--- src/rtl/serial_word_rx.sv ---
// rtl/serial_word_rx.sv - framed serial-to-parallel receiver with FWFT output FIFO
// Optional even-parity bit compiled in with SERIAL_RX_PARITY_EN.
module serial_word_rx #(
  parameter int n     = 4,
  parameter int DEPTH = 4
) (
  input  logic                       clk,
  input  logic                       rst,
  input  logic                       sin,
  input  logic                       sin_en,
  output logic [n-1:0]               pout,
  output logic                       pvalid,
  input  logic                       pready,
  output logic [$clog2(DEPTH):0]     level,
  output logic                       busy,
  output logic                       frame_err,
  output logic                       parity_err,
  output logic                       overrun
);

  localparam int AW = $clog2(DEPTH);
  localparam int CW = $clog2(n);

  typedef enum logic [1:0] {
    IDLE   = 2'd0,
    DATA   = 2'd1,
`ifdef SERIAL_RX_PARITY_EN
    PARITY = 2'd2,
`endif
    STOP   = 2'd3
  } state_t;

  state_t          state;
  logic [CW-1:0]   cnt;
  logic [n-1:0]    shreg;
  logic [AW:0]     wptr;
  logic [AW:0]     rptr;
  logic [AW:0]     wptr_n;
  logic [AW:0]     rptr_n;
  logic [n-1:0]    mem [DEPTH];
  logic            full;
  logic            empty;
  logic            pop;
  logic            push;
  logic            par_ok;
  logic            stop_strobe;

`ifdef SERIAL_RX_PARITY_EN
  logic            par_bit;
  assign par_ok = ~(^shreg ^ par_bit);
`else
  assign par_ok = 1'b1;
`endif

  assign empty       = (wptr == rptr);
  assign full        = (wptr[AW] != rptr[AW]) && (wptr[AW-1:0] == rptr[AW-1:0]);
  assign pop         = !empty && pready;
  assign stop_strobe = (state == STOP) && sin_en;
  // A full FIFO still takes the word when the consumer frees a slot on the same edge.
  assign push        = stop_strobe && sin && par_ok && (!full || pop);
  assign wptr_n      = wptr + (AW+1)'(push);
  assign rptr_n      = rptr + (AW+1)'(pop);

  assign pvalid = !empty;
  assign level  = wptr - rptr;
  assign busy   = (state != IDLE);

  always_ff @(posedge clk) begin
    if (rst) begin
      state      <= IDLE;
      cnt        <= '0;
      shreg      <= '0;
      frame_err  <= 1'b0;
      parity_err <= 1'b0;
      overrun    <= 1'b0;
`ifdef SERIAL_RX_PARITY_EN
      par_bit    <= 1'b0;
`endif
    end else begin
      frame_err  <= 1'b0;
      parity_err <= 1'b0;
      overrun    <= 1'b0;
      if (sin_en) begin
        case (state)
          IDLE: begin
            if (!sin) begin
              state <= DATA;
              cnt   <= '0;
            end
          end
          DATA: begin
            shreg <= {sin, shreg[n-1:1]};
            cnt   <= cnt + 1'b1;
            if (cnt == CW'(n-1)) begin
`ifdef SERIAL_RX_PARITY_EN
              state <= PARITY;
`else
              state <= STOP;
`endif
            end
          end
`ifdef SERIAL_RX_PARITY_EN
          PARITY: begin
            par_bit <= sin;
            state   <= STOP;
          end
`endif
          STOP: begin
            state <= IDLE;
            if (!sin)
              frame_err <= 1'b1;
            else if (!par_ok)
              parity_err <= 1'b1;
            else if (full && !pop)
              overrun <= 1'b1;
          end
          default: state <= IDLE;
        endcase
      end
    end
  end

  always_ff @(posedge clk) begin
    if (push)
      mem[wptr[AW-1:0]] <= shreg;
  end

  // pout is the registered head; a word landing in the head slot is bypassed from shreg.
  always_ff @(posedge clk) begin
    if (rst) begin
      wptr <= '0;
      rptr <= '0;
      pout <= '0;
    end else begin
      wptr <= wptr_n;
      rptr <= rptr_n;
      if (wptr_n != rptr_n) begin
        if (push && (rptr_n[AW-1:0] == wptr[AW-1:0]))
          pout <= shreg;
        else
          pout <= mem[rptr_n[AW-1:0]];
      end
    end
  end

endmodule

--- config.mk ---
export PLATFORM = sky130hd
export DESIGN_NAME = serial_word_rx
export DESIGN_NICKNAME = d
export VERILOG_FILES = /design/src/rtl/serial_word_rx.sv
export SDC_FILE = /design/constraint.sdc
export NUM_CORES = 1
export LEC_CHECK = 0
export ABC_AREA = 1
export CORE_ASPECT_RATIO = 0.75
export CORE_MARGIN = 5
export CORE_UTILIZATION = 63
export CTS_BUF_LIST = sky130_fd_sc_hd__clkbuf_8
export CTS_CLUSTER_DIAMETER = 50
export CTS_CLUSTER_SIZE = 16
export DETAILED_ROUTE_END_ITERATION = 7
export PLACE_DENSITY = 0.88
export RECOVER_POWER = 50
export SLEW_MARGIN = 20
export SYNTH_ARGS = -nofsm -noshare
export SYNTH_HDL_FRONTEND = slang
export SYNTH_SLANG_ARGS = --single-unit
--- constraint.sdc ---
create_clock -name clk -period 5.22 [get_ports clk]
set_input_delay 0.522 -clock clk [delete_from_list [all_inputs] [get_ports clk]]
set_output_delay 0.522 -clock clk [all_outputs]
set_load 0.01 [all_outputs]
==> summary.md, run 1 <==
| Metric | Value |
|---|---|
| Run status | completed |
| Largest net degree at the start of global routing | 16 |
| P_leak | 0.894 nW |
| #FFs+latches synth | 36 |
| Yosys cell types | 33 |
| Max Cap Viol | 0 |
| Number of gates resized after CTS | 0 |
| Mean post-synth cell area | 9.17 um^2 |
| Vias in the first global route | 1388 |
| Number of synthesis warnings | 0 |
| Hold crit path type | flop to flop |
| Avg WL per Cell | 14.8 um |
| Post-route antenna net violation count | 0 |
| CP startpoint kind | flop |
| Clock latency on the worst-skew pair | 290 ps |
| Reg2Reg Setup Slack | 2370 ps |
| Yosys top cell area share | 27.4% |
| Tot Pwr | 0.551 mW |
| CTS tree | built |
| Slowest cell on the critical path | dfxtp_1 |
| CP cell instances | inv_1 > ha_1 > nand2_1 > nor2_1 > nand2_1 > nand2_4 > clkinv_4 > ha_1 > ha_1 > inv_1 > nand2_1 > a21oi_2 > nand3b_1 > nand2_1 > clkinv_1 > nand2_1 > inv_1 |
| CP bufs+invs | 5 |
| Worst slew pin tran | 625 ps |
| Time the worst path needs with I/O delays and setup | 2850 ps |
| Post-synth ARST share | 0% |
| Synthesized instance count | 191 |
| Largest stage delay on the critical path | 410 ps |
| Most used cell, CP | nand2_1 |
| Peak VDD IR | 0.000231 V |
| Most frequent cells after synthesis | 41 x nand2_1, 20 x dfxtp_1, 18 x inv_1 |
| CTS Buf Count | 5 |
| Area leader, netlist | edfxtp_1 |
| Sequential share of the synthesized area | 50.3% |
| Clock Skew | 4.78 ps |
| Die width | 70.9 um |
| Sequential share of power | 54.1% |
| Clk network pwr share | 43.1% |
| Layout cells sized above 1 | 11.8% |
| Fin crit share | 54.5% |
| PD cells | 272 nW/um^2 |
| Iter 0 DRT Violations | 120 |
| Initial antenna violation count | 0 |
| Net switching power | 0.110 mW |
| Comb pwr share | 2.9% |
| Synthesized cell area | 1750 um^2 |
| Rows | 16 |
| First-pass GRT wire length | 6180 um |
| Arr. time, crit path | 3040 ps |
| Core footprint | 2640 um^2 |
| GRT Util Overall | 20.0% |
| Initial Util | 66.3% |
| Worst Path Max Fanout | 5 |
| Root Driver | clkbuf_8 |
| Crit path kind | flop to flop |
| Critical Path End Type | flop |
| Post-route setup TNS | 0 ps |
| Main synth FF type | dfxtp_1 |
| CP required | 5410 ps |
| RePlAce Congestion | 0.875 |
| CTS Buffer Depth | 2 |
| Routed vias/inst | 5.46 |
| Antenna Cells | 0 |
| 1st-pass router iterations | 4 |
| Post-CTS Setup Bufs | 0 |
| DRC viols | 0 |
| Cts hold-fix bufs | 0 |
| Achievable Freq | 351 MHz |
| H-tree levels | 2 |
| EDFF count, synth | 16 |
| Final nets | 223 |
| I/O Pins | 17 |
| Grt ovf | 0 |
| Final Hold Vio Count | 0 |
| Port Buffer Count | 15 |
| Detailed Place HPWL | 2700 um |
| CTS clk-pin slew, worst paths | 70 ps |
| Area Growth Syn to Fin | 15.6% |
| Die height | 55.7 um |
| Vias post-DR | 1349 |
| Post-Syn Nets | 204 |
| Sw frac | 20.0% |
| RSZ-0062 raised after global routing | false |
| Slew headroom | 58.0% |
| Final setup viols | 0 |
| Final Slew Violations | 0 |
| P_int | 0.441 mW |
| Total clock sinks | 36 |
| Area of the die | 3950 um^2 |
| Family with the most delay on the worst path | simple AND/OR/NAND/NOR gates |
| Most frequent cell after synthesis | nand2_1 |
| WL final | 3650 um |
| Main area contributors after synthesis | edfxtp_1 27%, dfxtp_1 23%, nand2_1 8.8% |
through the flow:
step	hold slack (ps)	cell area (um^2)	instances	setup slack [ps]	util, %
2_1_floorplan	443	1750	191	2840	-
3_3_place_gp	452	1920	239	2570	72.8
3_5_place_dp	468	1920	239	2400	72.8
4_1_cts	482	2030	247	2440	76.9
5_1_grt	519	2020	247	2100	76.6
6_report	482	2020	247	2370	76.6
registers in the layout, indices dropped and copies added (netlist names):
register and cells:
mem 16, state 2, rptr 3, overrun 1, shreg 4, cnt 2
wptr 3, frame_err 1, pout 4
cells by family after synthesis:
| family | count (synthesis) | share of synthesized area (%) |
|---|---|---|
| fa+ha+maj | 8 | 6.14 |
| xor+xnor | 6 | 3.00 |
| simple gates | 86 | 25.2 |
| buf+inv | 29 | 7.14 |
| flops | 36 | 50.3 |
| compound gates | 25 | 8.00 |
| other cells | 1 | 0.214 |
power groups by stage:
stage | clock, mW | sequential [mW] | combinational [mW]
floorplan | 0 | 0.303 | 0.00884
global route | 0.253 | 0.298 | 0.0174
global placement | 0 | 0.304 | 0.0148
CTS | 0.238 | 0.298 | 0.0160
detailed placement | 0 | 0.304 | 0.0158
finish | 0.237 | 0.298 | 0.0157
final cells by class:
| type | count | area (um^2) |
|---|---|---|
| clock buffer | 5 | 68.8 |
| clock inverter | 3 | 38.8 |
| fill | 188 | 618 |
| inverter | 26 | 103 |
| multi-input combinational | 126 | 738 |
| sequential | 36 | 881 |
| tap | 36 | 45.0 |
| timing repair buffer | 15 | 150 |
placed cells by master (no fill, tap or decap), drive strengths merged, types with 2 or more instances in the layout:
cell,n
inv,23
clkbuf,5
nand3,10
nand4,2
dlygate4sd3,8
o21ai,10
ha,7
nand2,49
xor2,4
o22ai,3
nor2,16
dfxtp,20
a21oi,10
edfxtp,16
clkinv,5
xnor2,2
nand3b,3
nor3,5
clkdlybuf4s50,7
worst paths after layout:
path,startpoint,end,cells past startpoint
worst max-delay path,wptr[0]$_SDFF_PP0_,pout[2]$_SDFFE_PP0P_,17
worst min-delay path,cnt[0]$_SDFFE_PP0P_,cnt[0]$_SDFFE_PP0P_,1
worst min register to register,cnt[0]$_SDFFE_PP0P_,cnt[0]$_SDFFE_PP0P_,1
worst max register to register,wptr[0]$_SDFF_PP0_,pout[2]$_SDFFE_PP0P_,17
metal layers:
metal / wire (um) / vias up / global-route usage [%] / part of all wire [%]
met1: 1450 / 615 / 24.3 / 40
met5: 0 / - / 0 / 0
met2: 1830 / 65 / 32.9 / 50
met3: 287 / 10 / 5.96 / 7.9
li1: - / 659 / - / -
met4: 83 / 0 / 8.58 / 2.3
Note: power is estimated with default switching activity, not from simulation.
==> run 2, diff against run 1 <==
CORE_UTILIZATION = 58   (was 63)
PLACE_DENSITY = 0.82   (was 0.88)
clock period = 2.9 ns   (was 5.22 ns; I/O delays follow)
==> run 2 against run 1 <==
Clock power rose by 76%; first-iteration DRC count fell by 21%; maximum frequency rose by 4.6%; final cell count rose by 1.2%; register-to-register slack got worse by 2200 ps; combinational power rose by 78%; clock skew fell by 0.51 ps; utilization fell by 6.0 points; die area rose by 7.2%; via count fell by 0.67%.
==> summary.md, run 2 (synthesized netlist as in run 1, its figures left out) <==
| Metric | Value |
|---|---|
| PD cells | 476 nW/um^2 (was 272 nW/um^2) |
| Initial antenna violation count | 0 (unchanged) |
| Peak VDD IR | 0.000371 V (was 0.000231 V) |
| Time the worst path needs with I/O delays and setup | 2720 ps (was 2850 ps) |
| Root Driver | clkbuf_8 (unchanged) |
| Area of the die | 4230 um^2 (was 3950 um^2) |
| Worst hold stages | 2 (was 1) |
| Clock latency on the worst-skew pair | 290 ps (about the same) |
| Fin crit share | 93.8% (was 54.5%) |
| Largest net degree at the start of global routing | 16 (unchanged) |
| Max Cap Viol | 0 (unchanged) |
| Arr. time, crit path | 2900 ps (was 3040 ps) |
| I/O Pins | 17 (unchanged) |
| Reg2Reg Setup Slack | 180 ps (was 2370 ps) |
| Routed vias/inst | 5.36 (was 5.46) |
| Total clock sinks | 36 (unchanged) |
| Fill count | 219 (was 188) |
| Tot Pwr | 0.980 mW (was 0.551 mW) |
| Clock Skew | 4.27 ps (was 4.78 ps) |
| Area Growth Syn to Fin | 17.4% (was 15.6%) |
| Achievable Freq | 368 MHz (was 351 MHz) |
| R2r startpoint | wptr[0]$_SDFF_PP0_ (unchanged) |
| Die height | 57.6 um (was 55.7 um) |
| Sw frac | 19.1% (was 20.0%) |
| Sequential share of power | 54.7% (was 54.1%) |
| Final Slew Violations | 0 (unchanged) |
| Post-CTS Setup Bufs | 0 (unchanged) |
| R2R cell count | 17 (unchanged) |
| CTS Buffer Depth | 2 (unchanged) |
| CP required | 3080 ps (was 5410 ps) |
| First-pass GRT wire length | 5950 um (was 6180 um) |
| Multi-input gate area | 761 um^2 (was 738 um^2) |
| Register area | 881 um^2 (unchanged) |
| Comb pwr share | 2.8% (was 2.9%) |
| 1st-pass router iterations | 4 (unchanged) |
| Post-route antenna net violation count | 0 (unchanged) |
| Post-route setup TNS | 0 ps (unchanged) |
| Detailed Place HPWL | 2820 um (was 2700 um) |
| P_int | 0.793 mW (was 0.441 mW) |
| Final nets | 224 (was 223) |
| RSZ-0062 raised after global routing | false (unchanged) |
| RePlAce Congestion | 0.872 (was 0.875) |
| CP startpoint kind | flop (unchanged) |
| GRT Util Overall | 19.0% (was 20.0%) |
| DRC viols | 0 (unchanged) |
| CTS Buf Count | 5 (unchanged) |
| Max FFs per register | 16 (unchanged) |
| H-tree levels | 2 (unchanged) |
| Reg2Reg Capture Point | pout[1]$_SDFFE_PP0P_ (was pout[2]$_SDFFE_PP0P_) |
| Final Hold Vio Count | 0 (unchanged) |
| Slew headroom | 48.6% (was 58.0%) |
| Layout cells sized above 1 | 12.7% (was 11.8%) |
| Core footprint | 2910 um^2 (was 2640 um^2) |
| Most common cell after layout, fill and taps aside | nand2_1 (unchanged) |
| Grt ovf | 0 (unchanged) |
| Rows | 17 (was 16) |
| Die width | 73.5 um (was 70.9 um) |
| Vias in the first global route | 1318 (was 1388) |
| P_leak | 0.914 nW (was 0.894 nW) |
| Worst Path Max Fanout | 5 (unchanged) |
| Hold crit path type | flop to flop (unchanged) |
| Critical path launch point | wptr[0]$_SDFF_PP0_ (unchanged) |
| Vias post-DR | 1340 (was 1349) |
| Worst slew pin tran | 765 ps (was 625 ps) |
| CTS tree | built (unchanged) |
| Antenna Cells | 0 (unchanged) |
| Worst Setup EP | pout[1]$_SDFFE_PP0P_ (was pout[2]$_SDFFE_PP0P_) |
| Critical Path End Type | flop (unchanged) |
| Run status | completed (unchanged) |
| Avg WL per Cell | 15.0 um (was 14.8 um) |
| Port Buffer Count | 15 (unchanged) |
| Initial Util | 60.1% (was 66.3%) |
| Final setup viols | 0 (unchanged) |
| Iter 0 DRT Violations | 95 (was 120) |
| Crit path kind | flop to flop (unchanged) |
| Clk network pwr share | 42.4% (was 43.1%) |
| Net switching power | 0.187 mW (was 0.110 mW) |
| WL final | 3740 um (was 3650 um) |
| Most frequent cells in the layout | 41 x nand2_1, 20 x inv_1, 20 x dfxtp_1, 16 x edfxtp_1, 14 x nor2_1 (was 42 x nand2_1, 20 x dfxtp_1, 19 x inv_1, 16 x edfxtp_1, 14 x nor2_1) |
| CTS clk-pin slew, worst paths | 70 ps (about the same) |
[run 2: what timing repair did]
action / in CTS / in global routing
setup endpoints to repair: 0 / 1
gates resized for setup: 0 / 2
endpoints found under the hold margin: 0 / 0
hold buffers: 0 / 0
[run 2: layer usage]
metal / track usage, % / up-vias / wire, um
li1: - / 665 / -
met1: 22.3 / 633 / 1590
met2: 33.3 / 33 / 1910
met3: 5.28 / 9 / 182
met4: 6.20 / 0 / 55
met5: 0 / - / 0
[run 2: how the worst min path moves through the flow]
stage / from / to
after floorplan: rst / pout[3]$_SDFFE_PP0P_
after global placement: cnt[1]$_SDFFE_PP0P_ / cnt[1]$_SDFFE_PP0P_
after detailed placement: cnt[1]$_SDFFE_PP0P_ / cnt[1]$_SDFFE_PP0P_
after CTS: cnt[1]$_SDFFE_PP0P_ / cnt[1]$_SDFFE_PP0P_
after global routing: cnt[1]$_SDFFE_PP0P_ / cnt[1]$_SDFFE_PP0P_
final: cnt[1]$_SDFFE_PP0P_ / cnt[1]$_SDFFE_PP0P_
[run 2: worst max-delay path: stages, from the launching register on]
cell and delay, ps:
dfxtp_1 410, inv_1 110, ha_1 330, nand2_1 90
nor2_1 170, nand2_4 110, nand2_4 110, clkinv_4 70
ha_1 180, ha_1 230, xnor2_2 180, nand2_1 80
nand2_1 190, nand3b_1 100, nand2_1 70, clkinv_1 70
nand2_1 70, inv_1 40
[run 2: stage by stage]
stage          hold slack, ps  instances  setup slack [ps]  instance area, um^2  util [%]
3_5_place_dp              466        242               189                 1930      66.4
2_1_floorplan             352        191               519                 1750         -
6_report                  476        250               181                 2060      70.6
5_1_grt                   489        250              13.2                 2060      70.6
3_3_place_gp              452        242               334                 1930      66.4
4_1_cts                   476        250               166                 2040      70.1
[run 2: power groups by stage]
stage	Sequential [mW]	Clock, mW	Combinational [mW]
after floorplan	0.545	0	0.0159
after global placement	0.547	0	0.0268
after detailed placement	0.547	0	0.0284
after CTS	0.536	0.417	0.0285
after global routing	0.536	0.447	0.0306
final	0.537	0.416	0.0279
[run 2: layout make-up]
class | count | area share, %
Sequential cell | 36 | 42.8
Multi-Input combinational cell | 126 | 37.0
Timing Repair Buffer | 16 | 7.66
Inverter | 26 | 4.99
Clock buffer | 5 | 3.35
Tap cell | 38 | 2.31
Clock inverter | 3 | 1.89
==> run 3, diff against run 2 <==
CORE_ASPECT_RATIO = 1.75   (was 0.75)
==> run 3 against run 2 <==
Clock skew barely moved; critical endpoint unchanged; global-route usage rose by 1.0 points; sequential power barely moved; die area rose by 0.75%; sequential share of layout area rose by 0.50 points; highest routed layer unchanged; utilization fell by 1.1 points; setup slack improved by 38 ps.
==> summary.md, run 3 (synthesized netlist as in run 1, its figures left out) <==
| Metric | Value |
|---|---|
| Multi-input gate area | 753 um^2 (was 761 um^2) |
| CP required | 3090 ps (was 3080 ps) |
| Root Driver | clkbuf_8 (unchanged) |
| Net switching power | 0.204 mW (was 0.187 mW) |
| Final Slew Violations | 0 (unchanged) |
| Most common cell after layout, fill and taps aside | nand2_1 (unchanged) |
| Cts hold-fix bufs | 0 (unchanged) |
| Peak VDD IR | 0.000481 V (was 0.000371 V) |
| Fin crit share | 92.5% (was 93.8%) |
| Routed vias/inst | 5.44 (was 5.36) |
| Iter 0 DRT Violations | 46 (was 95) |
| CP startpoint kind | flop (unchanged) |
| Detailed Place HPWL | 2740 um (was 2820 um) |
| Area Growth Syn to Fin | 16.1% (was 17.4%) |
| Final Hold Vio Count | 0 (unchanged) |
| PD cells | 492 nW/um^2 (was 476 nW/um^2) |
| Rows | 26 (was 17) |
| Clock Skew | 4.36 ps (was 4.27 ps) |
| Vias post-DR | 1300 (was 1340) |
| Arr. time, crit path | 2870 ps (was 2900 ps) |
| Final setup viols | 0 (unchanged) |
| P_leak | 0.903 nW (was 0.914 nW) |
| P_int | 0.796 mW (was 0.793 mW) |
| Grt ovf | 0 (unchanged) |
| Antenna Cells | 0 (unchanged) |
| Port Buffer Count | 15 (unchanged) |
| Fin area | 2030 um^2 (was 2060 um^2) |
| Final Instance Count excl. Fillers | 239 (was 250) |
| Layout cells sized above 1 | 12.3% (was 12.7%) |
| Crit path kind | flop to flop (unchanged) |
| CTS Buf Count | 5 (unchanged) |
| Worst slew pin tran | 802 ps (was 765 ps) |
| 1st-pass router iterations | 4 (unchanged) |
| H-tree levels | 2 (unchanged) |
| Max FFs per register | 16 (unchanged) |
| WL final | 3630 um (was 3740 um) |
| I/O Pins | 17 (unchanged) |
| Run status | completed (unchanged) |
| Initial Util | 59.8% (was 60.1%) |
| Critical Path End Type | flop (unchanged) |
| Die width | 51.5 um (was 73.5 um) |
| Hold crit path type | flop to flop (unchanged) |
| Fill count | 244 (was 219) |
| RePlAce Congestion | 0.835 (was 0.872) |
| Largest net degree at the start of global routing | 16 (unchanged) |
| Final nets | 223 (was 224) |
| Sw frac | 20.4% (was 19.1%) |
| Hold slack | 478 ps (was 476 ps) |
| Max Cap Viol | 0 (unchanged) |
| Register area | 881 um^2 (unchanged) |
| Clock latency on the worst-skew pair | 290 ps (about the same) |
| Post-route setup TNS | 0 ps (unchanged) |
| Clk network pwr share | 43.7% (was 42.4%) |
| Slew headroom | 46.1% (was 48.6%) |
| DRC viols | 0 (unchanged) |
| Sequential share of power | 53.6% (was 54.7%) |
| Comb pwr share | 2.7% (was 2.8%) |
| Core footprint | 2930 um^2 (was 2910 um^2) |
| Dpl cell area | 1910 um^2 (was 1930 um^2) |
| Post-route antenna net violation count | 0 (unchanged) |
| First-pass GRT wire length | 6040 um (was 5950 um) |
| RSZ-0062 raised after global routing | false (unchanged) |
| Initial antenna violation count | 0 (unchanged) |
| Worst Path Max Fanout | 5 (unchanged) |
| Placed cell count | 231 (was 242) |
| Achievable Freq | 373 MHz (was 368 MHz) |
| Vias in the first global route | 1291 (was 1318) |
| Avg WL per Cell | 15.2 um (was 15.0 um) |
| Time the worst path needs with I/O delays and setup | 2680 ps (was 2720 ps) |
| Die height | 82.7 um (was 57.6 um) |
| CTS Buffer Depth | 2 (unchanged) |
| Area of the die | 4260 um^2 (was 4230 um^2) |
| CTS tree | built (unchanged) |
| Total clock sinks | 36 (unchanged) |
| CTS clk-pin slew, worst paths | 70 ps (about the same) |
| GRT Util Overall | 20.1% (was 19.0%) |
| Most frequent cells in the layout | 41 x nand2_1, 20 x dfxtp_1, 19 x inv_1, 16 x edfxtp_1, 14 x nor2_1 (was 41 x nand2_1, 20 x inv_1, 20 x dfxtp_1, 16 x edfxtp_1, 14 x nor2_1) |
run 3: changes by cell type in the layout (fill, tap and decap cells not counted), sizes merged:
cell / previous run / this run
buf: 1 / 0
clkinvlp: 0 / 1
inv: 23 / 22
run 3: layout make-up:
type	count	area share, %
inverter	26	5.05
clock buffer	5	3.38
multi-input combinational	126	37.0
tap	28	1.72
timing repair buffer	15	7.38
clock inverter	3	2.09
sequential	36	43.3
run 3: critical path, cell delays in order, from the launching register on:
cell      delay, ps
dfxtp_1         400
inv_1           100
ha_1            330
nand2_1          80
nor2_1          170
nand2_4         110
nand2_4         100
clkinv_4         70
ha_1            200
ha_1            290
inv_1            80
nand2_1         100
a21oi_4         220
nand3b_1        120
nand2_1          80
clkinv_1         60
nand2_1          60
inv_1            40
run 3: path summary, 6_finish.rpt:
| path | depth (start not counted) | slack, ps | end | start |
|---|---|---|---|---|
| worst max-delay path | 17 | 220 | pout[1]$_SDFFE_PP0P_ | wptr[0]$_SDFF_PP0_ |
| worst min register to register | 2 | 480 | cnt[1]$_SDFFE_PP0P_ | cnt[1]$_SDFFE_PP0P_ |
| worst min-delay path | 2 | 480 | cnt[1]$_SDFFE_PP0P_ | cnt[1]$_SDFFE_PP0P_ |
| worst max register to register | 17 | 220 | pout[1]$_SDFFE_PP0P_ | wptr[0]$_SDFF_PP0_ |
run 3: power by group through the flow:
stage	registers (mW)	logic, mW	clock network, mW
6_report	0.536	0.0271	0.437
5_1_grt	0.536	0.0301	0.469
4_1_cts	0.535	0.0276	0.451
3_5_place_dp	0.547	0.0274	0
3_3_place_gp	0.547	0.0269	0
2_1_floorplan	0.545	0.0159	0
run 3: layer usage:
layer,vias to the layer above,global-route usage [%],wire length [um]
met3,10,4.13,95
met5,-,0,0
met2,26,36.7,2030
met1,600,19.7,1400
met4,0,13.6,106
li1,664,-,-
run 3: per-stage QoR:
stage	util, %	worst slack, ps	power [mW]
after floorplan	-	519	0.561
after global placement	65.4	382	0.574
after detailed placement	65.4	239	0.575
after CTS	69.2	217	1.01
after global routing	69.4	42.2	1.03
final	69.4	219	1.00
run 3: timing repair:
| item | in CTS | in global routing |
|---|---|---|
| endpoints found under the hold margin | 0 | 0 |
| buffers inserted | 0 | 0 |
| endpoints found under the setup margin | 0 | 2 |
| gates resized for setup | 0 | 1 |
